<file path="src/rtl/uart_pkg.sv">
// Shared UART definitions: receiver FSM states, frame width and the
// baud divisor helper used by both uart_rx and uart_tx.
package uart_pkg;

    typedef enum logic [1:0] {
        IDLE  = 2'd0,
        START = 2'd1,
        DATA  = 2'd2,
        STOP  = 2'd3
    } rx_state_t;

    localparam int DATA_BITS = 8;

    function automatic int clks_per_bit(input int clk_freq, input int baud);
        return clk_freq / baud;
    endfunction

endpackage

</file>
<file path="src/rtl/uart_rx_sync.sv">
// Multi-flop synchronizer for the asynchronous serial line, idling high,
// with a registered previous value for falling-edge (start) detection.
module uart_rx_sync #(
    parameter int STAGES = 2
) (
    input  logic clk,
    input  logic rst,
    input  logic rx_i,
    output logic rx_s,
    output logic fall
);

    logic [STAGES-1:0] sync_r;
    logic              prev_r;

    // Shift the line through the synchronizer and remember the last synced value
    always_ff @(posedge clk) begin
        if (rst) begin
            sync_r <= {STAGES{1'b1}};
            prev_r <= 1'b1;
        end else begin
            sync_r <= {sync_r[STAGES-2:0], rx_i};
            prev_r <= sync_r[STAGES-1];
        end
    end

    assign rx_s = sync_r[STAGES-1];
    assign fall = prev_r & ~sync_r[STAGES-1];

endmodule

</file>
<file path="src/rtl/uart_rx.sv">
// 8N1 UART receiver: mid-bit sampling FSM with a valid/ready output
// register, framing-error and overrun pulses.
module uart_rx
    import uart_pkg::*;
#(
    parameter int CLK_FREQ     = 100_000_000,
    parameter int BAUD         = 115200,
    parameter int CLKS_PER_BIT = clks_per_bit(CLK_FREQ, BAUD)
) (
    input  logic       clk,
    input  logic       rst,
    input  logic       rx_i,
    output logic [7:0] data_o,
    output logic       valid_o,
    input  logic       ready_i,
    output logic       frame_err_o,
    output logic       overrun_o,
    output logic       busy_o
);

    localparam int CW   = $clog2(CLKS_PER_BIT);
    localparam int HALF = CLKS_PER_BIT / 2;
    localparam logic [CW-1:0] HALF_LAST = CW'(HALF - 1);
    localparam logic [CW-1:0] BIT_LAST  = CW'(CLKS_PER_BIT - 1);
    localparam logic [2:0]    IDX_LAST  = 3'(DATA_BITS - 1);

    if (CLKS_PER_BIT < 4) begin : g_cpb_check
        $error("uart_rx: CLKS_PER_BIT must be at least 4");
    end

    logic                 rx_sync_s;
    logic                 fall_s;
    rx_state_t            state_r;
    logic [CW-1:0]        cnt_r;
    logic [2:0]           idx_r;
    logic [DATA_BITS-1:0] shift_r;
    logic [7:0]           data_r;
    logic                 valid_r;
    logic                 ferr_r;
    logic                 ovr_r;
    logic                 busy_r;

    uart_rx_sync #(.STAGES(2)) u_sync (
        .clk  (clk),
        .rst  (rst),
        .rx_i (rx_i),
        .rx_s (rx_sync_s),
        .fall (fall_s)
    );

    // Receive FSM, baud/bit counters, shift register and registered outputs
    always_ff @(posedge clk) begin
        if (rst) begin
            state_r <= IDLE;
            cnt_r   <= '0;
            idx_r   <= 3'd0;
            shift_r <= '0;
            data_r  <= 8'h00;
            valid_r <= 1'b0;
            ferr_r  <= 1'b0;
            ovr_r   <= 1'b0;
            busy_r  <= 1'b0;
        end else begin
            ferr_r <= 1'b0;
            ovr_r  <= 1'b0;
            if (valid_r && ready_i) begin
                valid_r <= 1'b0;
            end
            case (state_r)
                IDLE: begin
                    if (fall_s) begin
                        cnt_r   <= '0;
                        state_r <= START;
                        busy_r  <= 1'b1;
                    end
                end
                START: begin
                    if (cnt_r == HALF_LAST) begin
                        cnt_r <= '0;
                        // A line back high at mid-start was only a glitch
                        if (rx_sync_s) begin
                            state_r <= IDLE;
                            busy_r  <= 1'b0;
                        end else begin
                            state_r <= DATA;
                            idx_r   <= 3'd0;
                        end
                    end else begin
                        cnt_r <= cnt_r + CW'(1);
                    end
                end
                DATA: begin
                    if (cnt_r == BIT_LAST) begin
                        cnt_r          <= '0;
                        shift_r[idx_r] <= rx_sync_s;
                        idx_r          <= idx_r + 3'd1;
                        if (idx_r == IDX_LAST) begin
                            state_r <= STOP;
                        end
                    end else begin
                        cnt_r <= cnt_r + CW'(1);
                    end
                end
                STOP: begin
                    if (cnt_r == BIT_LAST) begin
                        cnt_r   <= '0;
                        state_r <= IDLE;
                        busy_r  <= 1'b0;
                        if (!rx_sync_s) begin
                            ferr_r <= 1'b1;
                        end else if (!valid_r || ready_i) begin
                            // A load in the same cycle as an accept overrides the clear
                            data_r  <= shift_r;
                            valid_r <= 1'b1;
                        end else begin
                            ovr_r <= 1'b1;
                        end
                    end else begin
                        cnt_r <= cnt_r + CW'(1);
                    end
                end
                default: begin
                    state_r <= IDLE;
                    cnt_r   <= '0;
                    busy_r  <= 1'b0;
                end
            endcase
        end
    end

    assign data_o      = data_r;
    assign valid_o     = valid_r;
    assign frame_err_o = ferr_r;
    assign overrun_o   = ovr_r;
    assign busy_o      = busy_r;

endmodule

</file>
<file path="config.mk">
export PLATFORM = sky130hd
export DESIGN_NAME = uart_rx
export DESIGN_NICKNAME = d
export VERILOG_FILES = /design/src/rtl/uart_pkg.sv /design/src/rtl/uart_rx_sync.sv /design/src/rtl/uart_rx.sv
export SDC_FILE = /design/constraint.sdc
export NUM_CORES = 1
export LEC_CHECK = 0
export ABC_CLOCK_PERIOD_IN_PS = 4840
export BUFFER_PORTS_ARGS = -buffer_cell sky130_fd_sc_hd__buf_4
export CAP_MARGIN = 25
export CORE_UTILIZATION = 37
export DETAILED_ROUTE_END_ITERATION = 16
export GPL_TIMING_DRIVEN = 0
export HOLD_SLACK_MARGIN = 0.1
export REMOVE_ABC_BUFFERS = 1
export SKIP_LAST_GASP = 1
export SLEW_MARGIN = 20
export SYNTH_ARGS = -nofsm -noshare
export SYNTH_HDL_FRONTEND = slang
export SYNTH_SLANG_ARGS = --single-unit
</file>
<file path="constraint.sdc">
create_clock -name clk -period 4.84 [get_ports clk]
set_input_delay 0.968 -clock clk [delete_from_list [all_inputs] [get_ports clk]]
set_output_delay 0.968 -clock clk [all_outputs]
set_load 0.01 [all_outputs]
</file>
==> flow_metrics.env <==
export IMPL_fin_crit_sh_pct=40.6
export IMPL_grt_pass1_vias=1384
export IMPL_cts_resized=0
export IMPL_synth_edf_count=0
export IMPL_cp_max_fo=10
export IMPL_initialDrtViolationCount=92
export IMPL_worst_slack_ns=2.87
export IMPL_setup_worst_path_start_class="flop"
export IMPL_setup_tns_ns=0
export IMPL_tightest_slew_ns=0.624
export IMPL_row_count=25
export IMPL_initial_core_util_pct=39.1
export IMPL_leakage_nw=0.722
export IMPL_gr_total_overflow=0
export IMPL_cts_post_setup_buffers_inserted=0
export IMPL_ys_dominant_reg_cell="dfxtp_1"
export IMPL_h_tree_depth=2
export IMPL_final_layout_size_suffix_gt1_share_pct=14.0
export IMPL_route_detailed_drc=0
export IMPL_die_w_um=73.4
export IMPL_drt_total_wl_um=3940
export IMPL_yosysSeqAreaShare_pct=40.4
export IMPL_netlist_area_um2=1880
export IMPL_rsz0062_at_grt="false"
export IMPL_synthCells=226
export IMPL_io_pins=16
export IMPL_post_dp_hpwl_um=2660
export IMPL_clk_path_buf_depth=2
export IMPL_ant_nets=0
export IMPL_synth_seq_cells=38
export IMPL_dp_slack_ns=2.71
export IMPL_n_antenna_cell=0
export IMPL_finalNetCount=243
export IMPL_cp_required_ns=5.05
export IMPL_clock_latency_ns=0.29
export IMPL_core_um2=4820
export IMPL_grt_pass1_wl_um=6610
export IMPL_clockRootBuffer="clkbuf_8"
export IMPL_via_per_inst=5.37
export IMPL_critPathKind="flop to flop"
export IMPL_synthToLayoutAreaGrowth_pct=12.6
export IMPL_slew_headroom_pct=58.1
export IMPL_cts_tree="yes"
export IMPL_hold_viol=0
export IMPL_grt_max_degree=30
export IMPL_worst_setup_path_end_kind="flop"
export IMPL_fillCellCount=489
export IMPL_cts_hold_buf=0
export IMPL_powerDensity_nw_per_um2=285
export IMPL_outcome="finished, final reports clean"
export IMPL_ir_drop_mv=0.150
export IMPL_track_usage_pct=16.1
export IMPL_clockPowerShare_pct=43.4
export IMPL_hold_class="flop to flop"
export IMPL_p_seq_share_pct=52.7
export IMPL_placed_cells=295
export IMPL_synth_cell_types=48
export IMPL_cp_arrival_ns=2.18
export IMPL_maxCapViolCount=0
export IMPL_drt_wirelength_per_cell_um=13.0
export IMPL_max_freq_mhz=509
export IMPL_numCtsBuffers=5
export IMPL_path_clk_slew_ns=0.07
export IMPL_fin_crit_ns=1.97
export IMPL_fin_cells=303
export IMPL_power_switching_w=0.000130
export IMPL_first_pass_iters=4
export IMPL_antenna_found_initial=0
export IMPL_p_sw_share_pct=21.5
export IMPL_pwr_share_comb_pct=3.9
export IMPL_yosys_warnings=0
export IMPL_portBuffers=15
export IMPL_setup_viol=0
export IMPL_dieArea_um2=5380
export IMPL_cts_sinks=38
export IMPL_clock_skew_ns=0.00753
export IMPL_gp_congestion=0.860
export IMPL_vias=1626
export IMPL_die_h_um=73.4
export IMPL_internal_power_w=0.000474
export IMPL_report_final_slew_viol_count=0
export IMPL_syn_area_per_cell_um2=8.34
export IMPL_async_flop_share_pct=0
-- critical path, stage by stage (launching register included) --
cell and delay [ns]:
dfxtp_1 0.40, inv_1 0.06, ha_1 0.18, and4bb_2 0.26
a311oi_4 0.56, o21ai_1 0.23, o211ai_1 0.20
-- layer usage --
layer | vias to the layer above | GRT usage, % | part of all wire (%)
li1 | 836 | - | -
met1 | 759 | 21.3 | 50
met2 | 26 | 25.6 | 46
met3 | 5 | 3.70 | 2.8
met4 | 0 | 5.77 | 1.3
met5 | - | 0 | 0
-- cell type report --
cell class | instances | area, um2 | area share [%]
well taps | 67 | 83.8 | 3.95
inverters | 8 | 30.0 | 1.42
clock inverters | 3 | 40.0 | 1.89
clock buffers | 5 | 68.8 | 3.24
repair buffers | 15 | 113 | 5.31
flip-flops and latches | 38 | 761 | 35.8
multi-input cells | 167 | 1030 | 48.3
-- kinds of logic (layout without fill, tap and decap cells) --
| family | count (synthesis) | after routing | share of synthesized area, % |
|---|---|---|---|
| AND/OR/NAND/NOR | 93 | 93 | 27.3 |
| AO/OA/AOI/OAI | 65 | 65 | 22.0 |
| flip-flops | 38 | 38 | 40.4 |
| buffers and inverters | 21 | 31 | 5.18 |
| adder cells (fa/ha/maj) | 4 | 4 | 2.66 |
| multiplexers | 3 | 3 | 1.59 |
| XOR/XNOR | 2 | 2 | 0.930 |
-- synth_stat cells, drive strengths merged, types with 3 or more instances --
cell type | count | area [um2]
nor3 | 5 | 25.0
nor2b | 4 | 25.0
dfxtp | 38 | 761
clkbuf | 8 | 31.3
inv | 8 | 30.0
o21ai | 24 | 120
or2 | 3 | 18.8
or3 | 10 | 62.6
nor4 | 4 | 25.0
nand2 | 30 | 113
nand4 | 5 | 46.3
mux2i | 3 | 30.0
a21oi | 24 | 124
and4bb | 3 | 41.3
nor2 | 5 | 18.8
buf | 5 | 36.3
ha | 4 | 50.1
nand3 | 17 | 85.1
-- sequential cells by signal (all words and copies together) (netlist names), named ones only --
name and count:
frame_err_o 1, data_o 8, shift_r 8, u_sync.prev_r 1, state_r 1, u_sync.sync_r 2
busy_o 1, idx_r 3, valid_o 1, overrun_o 1, cnt_r 10
-- final timing paths --
kind                 endpoint  depth (start not counted)             start  slack, ns
max reg2reg          cnt_r[9]                          6          cnt_r[1]       2.87
min reg2reg  u_sync.sync_r[1]                          1  u_sync.sync_r[0]       0.41
min          u_sync.sync_r[1]                          1  u_sync.sync_r[0]       0.41
max                  cnt_r[9]                          6          cnt_r[1]       2.87
-- through the flow --
stage,total power (W),cell area [um2],utilization (%),hold WS (ns)
floorplan,0.000337,1820,-,0.389
global placement,0.000350,2010,41.8,0.397
detailed placement,0.000349,2010,41.8,0.397
CTS,0.000613,2120,44.1,0.416
global route,0.000629,2120,44.1,0.428
finish,0.000604,2120,44.1,0.414
-- cells in the final DEF (no fill, tap or decap), types with 2 or more instances in the layout --
cell type,count
a21oi_1,23
or3_1,10
o21a_1,2
nor2_1,5
or2_2,3
buf_4,15
o22ai_1,2
o2111ai_1,2
dfxtp_1,38
o21ai_0,21
nand4_1,4
clkinv_2,2
nor4_1,4
nor2b_1,4
clkbuf_8,5
o211ai_1,2
ha_1,4
o21ai_1,3
nand3_1,17
nor3_1,5
inv_1,8
nand2_1,30
mux2i_1,3
-- power groups by stage --
stage	Sequential, W	Combinational [W]	Clock [W]
CTS	0.000318	0.0000240	0.000271
detailed placement	0.000325	0.0000239	0
global route	0.000319	0.0000263	0.000284
floorplan	0.000325	0.0000125	0
global placement	0.000326	0.0000241	0
finish	0.000318	0.0000234	0.000262
Power figures use the tool's default switching activity.
